[src/rtl/pipe_skid_reg.sv]
// Pipeline-stage register with valid/ready handshake, a 2-entry skid buffer and a synchronous flush.
// Every output comes straight from a flop, so neither ready nor data has a combinational path through the stage.
module pipe_skid_reg #(
  parameter int             N         = 32,
  parameter logic [N-1:0]   RESET_VAL = '0
) (
  input  logic         clock,
  input  logic         i_rst_n,
  input  logic         i_flush,
  input  logic [N-1:0] i_data,
  input  logic         i_valid,
  output logic         o_ready,
  output logic [N-1:0] o_data,
  output logic         o_valid,
  input  logic         i_ready,
  output logic [1:0]   o_count
);

  // The encoding doubles as the occupancy count, so o_count needs no extra logic.
  typedef enum logic [1:0] {
    EMPTY = 2'd0,
    ONE   = 2'd1,
    TWO   = 2'd2
  } state_e;

  state_e       state_q, state_d;
  logic [N-1:0] main_q, main_d;
  logic [N-1:0] skid_q, skid_d;
  logic         valid_q, valid_d;
  logic         ready_q, ready_d;
  logic         in_fire;
  logic         out_fire;

  assign in_fire  = i_valid & ready_q;
  assign out_fire = valid_q & i_ready;

  always_comb begin
    // NOTE: every signal gets a hold default before any branch, so no path leaves it unassigned and no latch is inferred.
    state_d = state_q;
    main_d  = main_q;
    skid_d  = skid_q;

    if (i_flush) begin
      // Flush wins over both handshakes. An out_fire in this cycle has already been taken downstream.
      state_d = EMPTY;
      main_d  = RESET_VAL;
      skid_d  = RESET_VAL;
    end else begin
      unique case (state_q)
        EMPTY: begin
          if (in_fire) begin
            state_d = ONE;
            main_d  = i_data;
          end
        end
        ONE: begin
          if (in_fire && out_fire) begin
            main_d = i_data;
          end else if (in_fire) begin
            state_d = TWO;
            skid_d  = i_data;
          end else if (out_fire) begin
            state_d = EMPTY;
          end
        end
        TWO: begin
          if (out_fire) begin
            state_d = ONE;
            main_d  = skid_q;
          end
        end
        default: state_d = EMPTY;
      endcase
    end

    valid_d = (state_d != EMPTY);
    ready_d = (state_d != TWO);
  end

  always_ff @(posedge clock or negedge i_rst_n) begin
    if (!i_rst_n) begin
      state_q <= EMPTY;
      // NOTE: the data registers are reset on purpose, because RESET_VAL has to appear on o_data as soon as reset asserts.
      main_q  <= RESET_VAL;
      skid_q  <= RESET_VAL;
      valid_q <= 1'b0;
      ready_q <= 1'b1;
    end else begin
      // NOTE: non-blocking assignments here make every flop sample the pre-edge values, whatever the statement order.
      state_q <= state_d;
      main_q  <= main_d;
      skid_q  <= skid_d;
      valid_q <= valid_d;
      ready_q <= ready_d;
    end
  end

  assign o_data  = main_q;
  assign o_valid = valid_q;
  assign o_ready = ready_q;
  assign o_count = state_q;

endmodule

[config.mk]
export PLATFORM = sky130hd
export DESIGN_NAME = pipe_skid_reg
export DESIGN_NICKNAME = d
export VERILOG_FILES = /design/src/rtl/pipe_skid_reg.sv
export SDC_FILE = /design/constraint.sdc
export NUM_CORES = 1
export LEC_CHECK = 0
export BUFFER_PORTS_ARGS = -buffer_cell sky130_fd_sc_hd__buf_2
export CAP_MARGIN = 20
export CORE_ASPECT_RATIO = 1.75
export CORE_MARGIN = 5
export CORE_UTILIZATION = 54
export CTS_CLUSTER_SIZE = 40
export DETAILED_ROUTE_END_ITERATION = 12
export MAX_ROUTING_LAYER = met4
export PLACE_DENSITY = 0.79
export SLEW_MARGIN = 20
export SYNTH_ARGS = -nofsm -noshare
export SYNTH_HDL_FRONTEND = slang
export SYNTH_SLANG_ARGS = --single-unit
export TNS_END_PERCENT = 10
[constraint.sdc]
create_clock -name clock -period 2.1 [get_ports clock]
set_clock_uncertainty 0.15 [all_clocks]
set_input_delay 0.105 -clock clock [delete_from_list [all_inputs] [get_ports clock]]
set_output_delay 0.105 -clock clock [all_outputs]
set_load 0.005 [all_outputs]
### After elaboration in Yosys (flattened, before gate mapping)

Cells that the tools add are included.

* word-level logic and storage cells: 37
* output and inout bits: 36
* input port bits: 37
* register bits: 68

* equal/unequal tests: 7
* bitwise operators: 2
* reductions and logical operators: 8
* muxes and demuxes: 15

Operators by type and width (number)
* $mux W32: 7
* $pmux W32 S3: 1
* $mux W2: 6
* $ne A3 B3 Y1 const B: 3
* $pmux W2 S3: 1
* $reduce_bool A2 Y1: 3
* $ne A2 B2 Y1 const B: 2
* $reduce_and A4 Y1: 1
* $reduce_bool A4 Y1: 1
* $reduce_and A3 Y1: 1
* $and A1 B1 Y1: 2
* $eq A2 B1 Y1 const B: 1
* $eq A2 B2 Y1 const B: 1
* $logic_not A2 Y1: 1
* $logic_and A1 B1 Y1: 1

### Longest topological paths before layout

Gate-level depths: netlist (run 1).

* depth after elaboration: 7
* gate-level depth with buffers: 5
* depth with buffers taken out: 3

### Least setup slack after synthesis (run 1)

Ideal clock, no wire load.

* path type: reg2reg
* from: register valid_q, in the netlist o_valid
* to: register main_q[9], in the netlist o_data[9]
* period minus slack after synthesis: 1.682 ns
* data arrival time: 1.391 ns
* setup slack: 0.418 ns
* cell stages (with the launch flop): 6
* buffers on the path: 2
* data required time: 1.809 ns
* path through: dfrtp_1 > and4_1 > buf_6 > clkbuf_1 > a2111oi_1 > a211oi_2

* longest elaborated chain between the ends: 4
* elaborated cells between the ends (all ways): 5

RTL lines
* from (decl): RTL line 29 `logic valid_q, valid_d;`
* from (signal assigned): RTL line 93 `valid_q <= valid_d;`
* $and A1 B1 Y1 (*): RTL line 35 `assign out_fire = valid_q & i_ready;`
* $logic_and A1 B1 Y1: RTL line 57 `if (in_fire && out_fire) begin`
* $ne A3 B3 Y1 (no line)
* $reduce_and A4 Y1 (no line) (*)
* to (signal assigned): RTL line 91 `main_q <= main_d;`
* to (decl): RTL line 27 `logic [N-1:0] main_q, main_d;`

Mark *: on every way between the ends. The rest lies on a longest branch, timed or not.
A chain may end at the register's enable or synchronous reset.

### Worst setup path in the final report (run 1)

* from: register ready_q, in the netlist o_ready
* to: register main_q[17], in the netlist o_data[17]

* longest elaborated chain between the ends: 4
* elaborated cells between the ends (all ways): 5

RTL lines
* from (decl): RTL line 30 `logic ready_q, ready_d;`
* from (signal assigned): RTL line 94 `ready_q <= ready_d;`
* $and A1 B1 Y1 (*): RTL line 34 `assign in_fire = i_valid & ready_q;`
* $logic_and A1 B1 Y1: RTL line 57
* $ne A3 B3 Y1 (no line)
* $reduce_and A4 Y1 (no line) (*)

Marked as above.

==> metrics, run 1 <==
unrepaired setup endpoints after global routing no; GRT overflow 0; clk root buf clkbuf_8; Fin Setup TNS 0 ns; initial antenna violation count 0; Worst Path Max Fanout 32; synthesized flop and latch total 68; XOR/XNOR Fraction of Synth Area 0%; sequential-to-total area share from yosys stat 50.33%; WP buf/inv 0; Vias/cell 6.190; Horiz. Die Dim 69.84 µm; global-route wire length before repair 15.29 mm; Routed WL per cell 18.61 µm; M2 GR Usage 42.58%; Worst slew margin 58.98%; first-pass iteration count of the detailed router 5; Simple-Gate Fraction of Synth Area 6.768%; count of warnings emitted by yosys 0; hold_ws 0.07906 ns; CTS Buf Count 9; main combinational cell family by area after synthesis compound AO/OA/AOI/OAI gates; Hold Vio Cnt, Final 0; Startpoint Class flip-flop; achievable frequency 0.5047 GHz; r2r setup slk 0.12 ns; Leak 1.830 nW; CTS clk-pin slew, worst paths 0.07 ns; P&R area growth vs syn 27.81%; CP endpoint kind flip-flop; vias in the first global route 3097; gpl congestion 0.7858; die height 114.7 µm; number of top-level pins 73; FILL cells 462; GRT Overall Usage 25.12%; max incr delay on CP 0.56 ns; Worst EP arrival 2.04 ns; CP Cell Sequence and4_1, a211o_4, a211oi_1; Adder-Cell Fraction of Synth Area 0%; Clock Tree Buf Depth 2; Synth cell types 30; syn nets 359; hold crit path type input port to flip-flop; fin. max-slew vios 0; share of layout cells above drive strength 1 25.95%; Compound-Gate Fraction of Synth Area 27.44%; final wirelength 9.307 mm; PwrDens 727.9 nW/µm²; GR Layer Usage met3 5.536%; Worst path depth 3; Peak supply drop 0.0005838 V; Detail Route Antenna Nets 0; area of the mapped netlist 3383 µm²; Mean Syn Cell Area 10.51 µm²; Worst-Skew Late Latency 0.34 ns; clk sink count 68; maximum number of pins on one net before global-route repair 45; critical path class flip-flop to flip-flop; CTS tree done; Reg2Reg Depth 3; row cnt 38; global-route track usage on met1 27.88%; data required time of the critical path 2.16 ns; status complete, no violations; Vias 3095; Antenna diodes 0; drt drc 0; Final Setup Violations 0; Post-Synthesis Cells 322; Die ar. 8011 µm²; Most Crowded Layer GR met2; Tmin final 1.981 ns; Worst path top cell family by delay compound AO/OA/AOI/OAI gates; 1st-iter DRT viols 271; nets 452; Starting Density 55.16%; post-DP HPWL 6.057 mm; Worst-Margin Slew 0.6154 ns; proportion of synthesized area in mux cells 9.467%; slowest CP cell dfstp_2; CORE AREA 6133 µm²; CTS H-tree depth 3; MaxCap Viol Count 0; Post-CTS Setup Bufs 0; Final period util 94.34%; Hold Crit Depth 2; I/O Buffers 72
cells in the final DEF (no fill, tap or decap), types with 2 or more instances in the layout:
cell,synthesis,layout
mux2i_1,32,32
clkbuf_8,0,10
nand3_1,32,32
o21ai_0,32,32
buf_2,3,72
a211oi_1,31,31
dlygate4sd3_1,0,34
a21oi_1,35,35
buf_12,0,3
clkinv_2,0,2
buf_4,1,14
nand2_1,4,4
dfrtp_1,67,67
clkbuf_1,31,4
a2111oi_0,31,31
worst paths after layout:
path                                              from                      to
min in group asynchronous                      i_rst_n  skid_q[12]$_DFFE_PN0P_
worst min-delay path                           i_flush  skid_q[16]$_DFFE_PN0P_
max in group asynchronous                      i_rst_n       o_ready$_DFF_PN1_
worst min register to register  skid_q[26]$_DFFE_PN0P_  skid_q[26]$_DFFE_PN0P_
worst max-delay path                 o_ready$_DFF_PN1_  o_data[17]$_DFFE_PN0P_
worst max register to register       o_ready$_DFF_PN1_  o_data[17]$_DFFE_PN0P_
power breakdown:
group	leakage, nW	internal [mW]	switching [mW]
clock	0.0844	0.459	0.465
combinational	0.834	0.317	0.409
sequential	0.912	1.43	0.0711
metal layers:
layer	wire length [µm]	share of wire (%)	vias up
met1	3440	37	1516
met5	0	0	-
met3	545	5.9	24
met2	5041	54	121
li1	-	-	1434
met4	280	3.0	0
cells in the mapped netlist:
| master | number | share of area, % |
|---|---|---|
| a2111oi_0 | 31 | 8.0 |
| clkbuf_1 | 31 | 3.4 |
| and3b_1 | 1 | 0.26 |
| inv_1 | 1 | 0.11 |
| and4_1 | 1 | 0.26 |
| a211o_4 | 1 | 0.52 |
| clkbuf_4 | 2 | 0.44 |
| dfrtp_1 | 67 | 50 |
| a21oi_1 | 35 | 5.2 |
| buf_2 | 3 | 0.44 |
| buf_6 | 4 | 1.3 |
| o21ba_2 | 1 | 0.30 |
| a211oi_2 | 1 | 0.37 |
| nor2b_1 | 1 | 0.19 |
| a2111oi_1 | 1 | 0.30 |
| a31oi_1 | 1 | 0.19 |
| mux2i_1 | 32 | 9.5 |
| nand2_1 | 4 | 0.44 |
| dfstp_2 | 1 | 0.78 |
| a211oi_1 | 31 | 6.9 |
| and4bb_2 | 1 | 0.37 |
| and4b_1 | 1 | 0.30 |
| a21boi_1 | 1 | 0.22 |
| a21bo_2 | 1 | 0.30 |
| a21o_1 | 1 | 0.22 |
| o21ai_0 | 32 | 4.7 |
| buf_4 | 1 | 0.22 |
| nand3_1 | 32 | 4.7 |
| nand3b_1 | 1 | 0.22 |
| o21bai_1 | 1 | 0.22 |
flip-flops by register name (all words and copies together) (netlist names):
signal / cells
skid_q: 32
o_valid: 1
o_ready: 1
o_count: 2
o_data: 32
cell type report:
type / count / area [µm²] / area share [%]
tap: 80 / 100.1 / 2.315
sequential: 68 / 1703 / 39.38
multi-input combinational: 212 / 1489 / 34.43
clock inverter: 2 / 10.01 / 0.2315
inverter: 1 / 3.754 / 0.08681
clock buffer: 14 / 152.6 / 3.530
timing repair buffer: 123 / 865.8 / 20.02
per-stage QoR:
| stage | total power [mW] | setup WS [ns] | util [%] | cells | instance area [µm²] |
|---|---|---|---|---|---|
| 2_1_floorplan | 1.908 | 0.4177 | - | 322 | 3383 |
| 3_3_place_gp | 2.176 | 0.2106 | 62.30 | 450 | 3821 |
| 3_5_place_dp | 2.199 | 0.1391 | 62.30 | 450 | 3821 |
| 4_1_cts | 3.172 | 0.1189 | 70.50 | 500 | 4324 |
| 5_1_grt | 3.318 | 0.02691 | 70.50 | 500 | 4324 |
| 6_report | 3.147 | 0.1188 | 70.50 | 500 | 4324 |
timing repair:
item                                   4_1_cts  5_1_grt
hold buffers                                34        0
gates resized for setup                      0        0
endpoints found under the hold margin       86        0
kinds of logic (layout without fill, tap and decap cells):
| logic type | Yosys count | in the layout |
|---|---|---|
| compound gates | 138 | 138 |
| mux | 32 | 32 |
| simple gates | 42 | 42 |
| buf+inv | 42 | 140 |
| flops | 68 | 68 |
Note: power is estimated with default switching activity, not from simulation.
==> inputs of run 2 (changes only) <==
--- a/config.mk
+++ b/config.mk
@@ -5,15 +5,15 @@
 export SDC_FILE = /design/constraint.sdc
 export NUM_CORES = 1
 export LEC_CHECK = 0
-export BUFFER_PORTS_ARGS = -buffer_cell sky130_fd_sc_hd__buf_2
 export CAP_MARGIN = 20
 export CORE_ASPECT_RATIO = 1.75
 export CORE_MARGIN = 5
-export CORE_UTILIZATION = 54
+export CORE_UTILIZATION = 68
 export CTS_CLUSTER_SIZE = 40
 export DETAILED_ROUTE_END_ITERATION = 12
+export DONT_BUFFER_PORTS = 1
 export MAX_ROUTING_LAYER = met4
-export PLACE_DENSITY = 0.79
+export PLACE_DENSITY = 0.84
 export SLEW_MARGIN = 20
 export SYNTH_ARGS = -nofsm -noshare
 export SYNTH_HDL_FRONTEND = slang
==> constraint.sdc (replaced) <==
create_clock -name clock -period 2.4 [get_ports clock]
set_clock_uncertainty 0.15 [all_clocks]
set_input_delay 0.12 -clock clock [delete_from_list [all_inputs] [get_ports clock]]
set_output_delay 0.12 -clock clock [all_outputs]
set_load 0.005 [all_outputs]
==> metrics, run 2 (same netlist as run 1, synthesis figures left out) <==
drt drc 0; Worst slew margin 53.47%; hold crit path type input port to flip-flop; global-route wire length before repair 15.67 mm; share of layout cells above drive strength 1 10.17%; Hold Vio Cnt, Final 0; fin. max-slew vios 0; Final period util 96.73%; nets 388; critical path class flip-flop to flip-flop; GRT overflow 0; first-pass iteration count of the detailed router 5; CTS tree done; commonest non-fill, non-tap cell in the layout dfrtp_1; Worst-Skew Late Latency 0.35 ns; Worst EP arrival 2.46 ns; P&R area growth vs syn 20.41%; Peak supply drop 0.0006809 V; clk sink count 68; row cnt 34; Final WS setup 0.07856 ns; gpl congestion 0.8211; CP endpoint kind flip-flop; Overall Power 2.829 mW; Startpoint Class flip-flop; 1st-iter DRT viols 306; post-DP HPWL 5.408 mm; CORE AREA 4892 µm²; fin util 83.27%; PwrDens 694.3 nW/µm²; slowest CP cell a21bo_2; max incr delay on CP 0.62 ns; I/O Buffers 0; unrepaired setup endpoints after global routing no; maximum number of pins on one net before global-route repair 69; Tmin final 2.321 ns; CP Cell Sequence a21bo_2, o21ai_0, a21oi_1, dlygate4sd3_1; commonest cells after routing, fill and taps aside dfrtp_1, dlygate4sd3_1, a21oi_1; Horiz. Die Dim 63.32 µm; Setup WS pre-CTS 0.2721 ns; CTS clk-pin slew, worst paths 0.07 ns; placed cells 347; data required time of the critical path 2.53 ns; GRT Overall Usage 31.77%; Antenna diodes 0; Starting Density 69.16%; CTS Buf Count 9; number of top-level pins 73; Clock Tree Buf Depth 2; vias in the first global route 3108; Finished Layout Cells 408; initial antenna violation count 0; CTS H-tree depth 3; Leak 1.560 nW; Worst Path Max Fanout 33; Vias/cell 7.260; achievable frequency 0.4308 GHz; Worst-Margin Slew 0.6975 ns; Final Setup Violations 0; die height 103.3 µm; r2r setup slk 0.08 ns; Routed WL per cell 23.28 µm; Die ar. 6542 µm²; Fin Setup TNS 0 ns; final wirelength 9.497 mm; MaxCap Viol Count 0; clk root buf clkbuf_8; Vias 2962; Detail Route Antenna Nets 0; status complete, no violations
run 2: changes by cell type in the layout (fill, tap and decap cells not counted), sizes merged:
cell	before	now
buf	89	14
bufinv	0	1
dlygate4sd3	34	45
clkbuf	14	12
clkinv	2	1
run 2: stage by stage:
stage / area [µm²] / hold WS (ns)
after global placement: 3373 / -0.3240
final: 4074 / 0.1382
after CTS: 4069 / 0.1396
after global routing: 4074 / 0.1573
after detailed placement: 3373 / -0.3235
after floorplan: 3383 / -0.3256
run 2: worst max-delay path: cells and delay by family, from the launching register on:
kind / cells / cell delay, ns
buffers and inverters: 1 / 0.60
AO/OA/AOI/OAI: 3 / 1.03
flip-flops: 1 / 0.47
run 2: area by class of cell:
type | instances | area (µm²)
sequential | 68 | 1703
multi-input combinational | 212 | 1501
fill | 254 | 818.3
timing repair buffer | 59 | 608.1
clock buffer | 12 | 155.1
tap | 54 | 67.56
clock inverter | 2 | 35.03
inverter | 1 | 3.754
run 2: layer usage:
layer  part of all wire (%)  global-route usage, %
met5                      0                      -
met1                     36                  35.48
met2                     51                  51.02
met3                    7.5                  9.405
met4                    4.9                  17.28
run 2: where the power goes:
| group | total [mW] | switching (mW) | leakage [nW] | internal (mW) |
|---|---|---|---|---|
| Sequential | 1.34 | 0.0916 | 0.912 | 1.25 |
| Clock | 0.951 | 0.427 | 0.0983 | 0.524 |
| Combinational | 0.538 | 0.322 | 0.551 | 0.216 |
| Total | 2.83 | 0.841 | 1.56 | 1.99 |
run 2: path summary, 6_finish.rpt:
check | start | endpoint | cells after the start
max | o_count[0]$_DFF_PN0_ | skid_q[22]$_DFFE_PN0P_ | 4
min | i_valid | skid_q[18]$_DFFE_PN0P_ | 3
max reg2reg | o_count[0]$_DFF_PN0_ | skid_q[22]$_DFFE_PN0P_ | 4
min reg2reg | skid_q[12]$_DFFE_PN0P_ | skid_q[12]$_DFFE_PN0P_ | 2
max in group asynchronous | i_rst_n | o_ready$_DFF_PN1_ | 2
min in group asynchronous | i_rst_n | skid_q[25]$_DFFE_PN0P_ | 2
run 2: timing repair:
action                                  CTS  global route
endpoints found under the hold margin   136             0
setup buffers                             0             0
resized for setup                         0             2
hold buffers                             47             0
endpoints found under the setup margin    0             9
==> inputs of run 3 (changes only) <==
--- a/config.mk
+++ b/config.mk
@@ -5,6 +5,7 @@
 export SDC_FILE = /design/constraint.sdc
 export NUM_CORES = 1
 export LEC_CHECK = 0
+export ABC_AREA = 1
 export CAP_MARGIN = 20
 export CORE_ASPECT_RATIO = 1.75
 export CORE_MARGIN = 5
==> metrics, run 3 <==
global-route wire length before repair 15.40 mm; Hold Vio Cnt, Final 0; 1st-iter DRT viols 304; Async S/R FF share, synth 100.0%; I/O Buffers 0; Final period util 94.92%; Finished Layout Cells 507; CTS H-tree depth 3; Yosys top cell by area dfrtp_1; top cell type's share of synthesized area 50.70%; clk sink count 68; Fin Setup TNS 0 ns; placed cells 447; initial antenna violation count 0; Synth Flop Type dfrtp_1; GRT Overall Usage 31.27%; post-DP HPWL 5.143 mm; Post-Synthesis Cells 420; Worst-Margin Slew 0.7520 ns; fin util 83.65%; data required time of the critical path 2.47 ns; sequential-to-total area share from yosys stat 51.49%; most common cell in the synthesized netlist nand2_1; unrepaired setup endpoints after global routing no; Antenna diodes 0; hold crit path type input port to flip-flop; Routed WL per cell 18.88 µm; clk root buf clkbuf_8; CTS tree done; drt drc 0; syn nets 457; Storage cell area 1703 µm²; synthesized flop and latch total 68; Horiz. Die Dim 62.72 µm; Starting Density 70.26%; CTS Buf Count 9; first-pass iteration count of the detailed router 6; Worst-Skew Late Latency 0.35 ns; CP endpoint kind flip-flop; PwrDens 750.5 nW/µm²; Worst EP arrival 2.35 ns; Vias/cell 6.580; Startpoint Class flip-flop; FILL cells 275; vias in the first global route 3177; area of the multi-input gates 1416 µm²; slowest CP cell dlygate4sd3_1; Mean Syn Cell Area 7.874 µm²; Die ar. 6413 µm²; Vias 3336; Detail Route Antenna Nets 0; CP Cell Sequence inv_2, buf_4, nor3_4, nand2_1, buf_4, nand3_1, nand2_1, dlygate4sd3_1; maximum number of pins on one net before global-route repair 69; achievable frequency 0.4390 GHz; area of the mapped netlist 3307 µm²; gpl congestion 0.7969; Final Setup Violations 0; P&R area growth vs syn 19.07%; Peak supply drop 0.0007432 V; max incr delay on CP 0.55 ns; Synth cell types 18; row cnt 33; status complete, no violations; number of synthesized flops with an enable pin 0; count of warnings emitted by yosys 0; Leak 2.053 nW; Tmin final 2.278 ns; CTS clk-pin slew, worst paths 0.07 ns; GRT overflow 0; CORE AREA 4707 µm²; Synth top cells by count nand2_1, nand3_1, dfrtp_1; commonest non-fill, non-tap cell in the layout nand2_1; Overall Power 2.955 mW; Clock Tree Buf Depth 2; critical path class flip-flop to flip-flop; Worst Path Max Fanout 34; fin. max-slew vios 0; die height 102.3 µm; number of top-level pins 73; final wirelength 9.573 mm; share of layout cells above drive strength 1 8.571%; MaxCap Viol Count 0; nets 487; main area contributors after synthesis dfrtp_1, nand3_1, nand2_1; Worst slew margin 49.82%; commonest cells after routing, fill and taps aside nand2_1, nand3_1, dfrtp_1, dlygate4sd3_1, a21oi_1
## run 3: cell count changes after synthesis, moves of 4 or more
cell       previous run  this run
nand3_1              32       132
buf_2                 3        18
a211oi_1             31         0
buf_1                 0         4
a2111oi_0            31         0
nand2_1               4       138
mux2i_1              32         0
clkbuf_1             31         8
o21ai_0              32         0
## run 3: metal layers
| metal | global-route usage [%] | share of wire, % |
|---|---|---|
| met2 | 52.88 | 52 |
| met3 | 7.371 | 8.9 |
| met5 | - | 0 |
| met4 | 13.07 | 4.6 |
| met1 | 35.52 | 34 |
## run 3: kinds of logic (layout without fill, tap and decap cells)
logic type      count (synthesis)  in the layout  share of synthesized area, %
flops                          68             68                         51.49
simple gates                  276            277                         37.08
compound gates                 35             35                         5.410
buf+inv                        41             75                         6.016
## run 3: final timing paths
check | start | end | slack (ns) | depth (start not counted)
min reg2reg | o_data[28]$_DFFE_PN0P_ | o_data[28]$_DFFE_PN0P_ | 0.35 | 2
min in group asynchronous | i_rst_n | o_data[23]$_DFFE_PN0P_ | 0.17 | 2
max | o_count[0]$_DFF_PN0_ | skid_q[21]$_DFFE_PN0P_ | 0.12 | 8
min | i_valid | o_count[0]$_DFF_PN0_ | 0.04 | 4
max in group asynchronous | i_rst_n | o_ready$_DFF_PN1_ | 1.61 | 2
max reg2reg | o_count[0]$_DFF_PN0_ | skid_q[21]$_DFFE_PN0P_ | 0.12 | 8
## run 3: final cells by class
| cell class | instances | area share, % |
|---|---|---|
| Sequential cell | 68 | 43.25 |
| Multi-Input combinational cell | 312 | 35.97 |
| Timing Repair Buffer | 53 | 13.41 |
| Clock buffer | 12 | 3.940 |
| Tap cell | 52 | 1.652 |
| Clock inverter | 4 | 1.207 |
| Inverter | 6 | 0.5720 |
## run 3: worst max-delay path, delay by kind of cell, from the launching register on
family / cells / cell delay (ns)
AND/OR/NAND/NOR: 4 / 0.52
flip-flops: 1 / 0.40
buffers and inverters: 4 / 1.08
## run 3: report_power, final
group          leakage, nW  internal [mW]  switching (mW)
Sequential           0.908           1.29           0.114
Clock                0.102          0.533           0.430
Combinational         1.04          0.188           0.404
Total                 2.05           2.01           0.948
## run 3: repair_timing
item                                    in CTS  in global routing
hold endpoints to repair                   134                  0
gates cloned                                 0                  1
resized for setup                            1                  0
pin swaps                                    0                  2
setup buffers                                0                  2
endpoints found under the setup margin      32                 33
hold buffers                                41                  0
## run 3: metrics by stage
step	setup WS (ns)	instance area, µm²	hold slack (ns)
6_report	0.1219	3938	0.03514
5_1_grt	0.03965	3938	0.07540
4_1_cts	0.01386	3916	0.01189
3_5_place_dp	-0.06212	3271	-0.3239
3_3_place_gp	0.002544	3271	-0.3236
2_1_floorplan	0.8745	3307	-0.3256
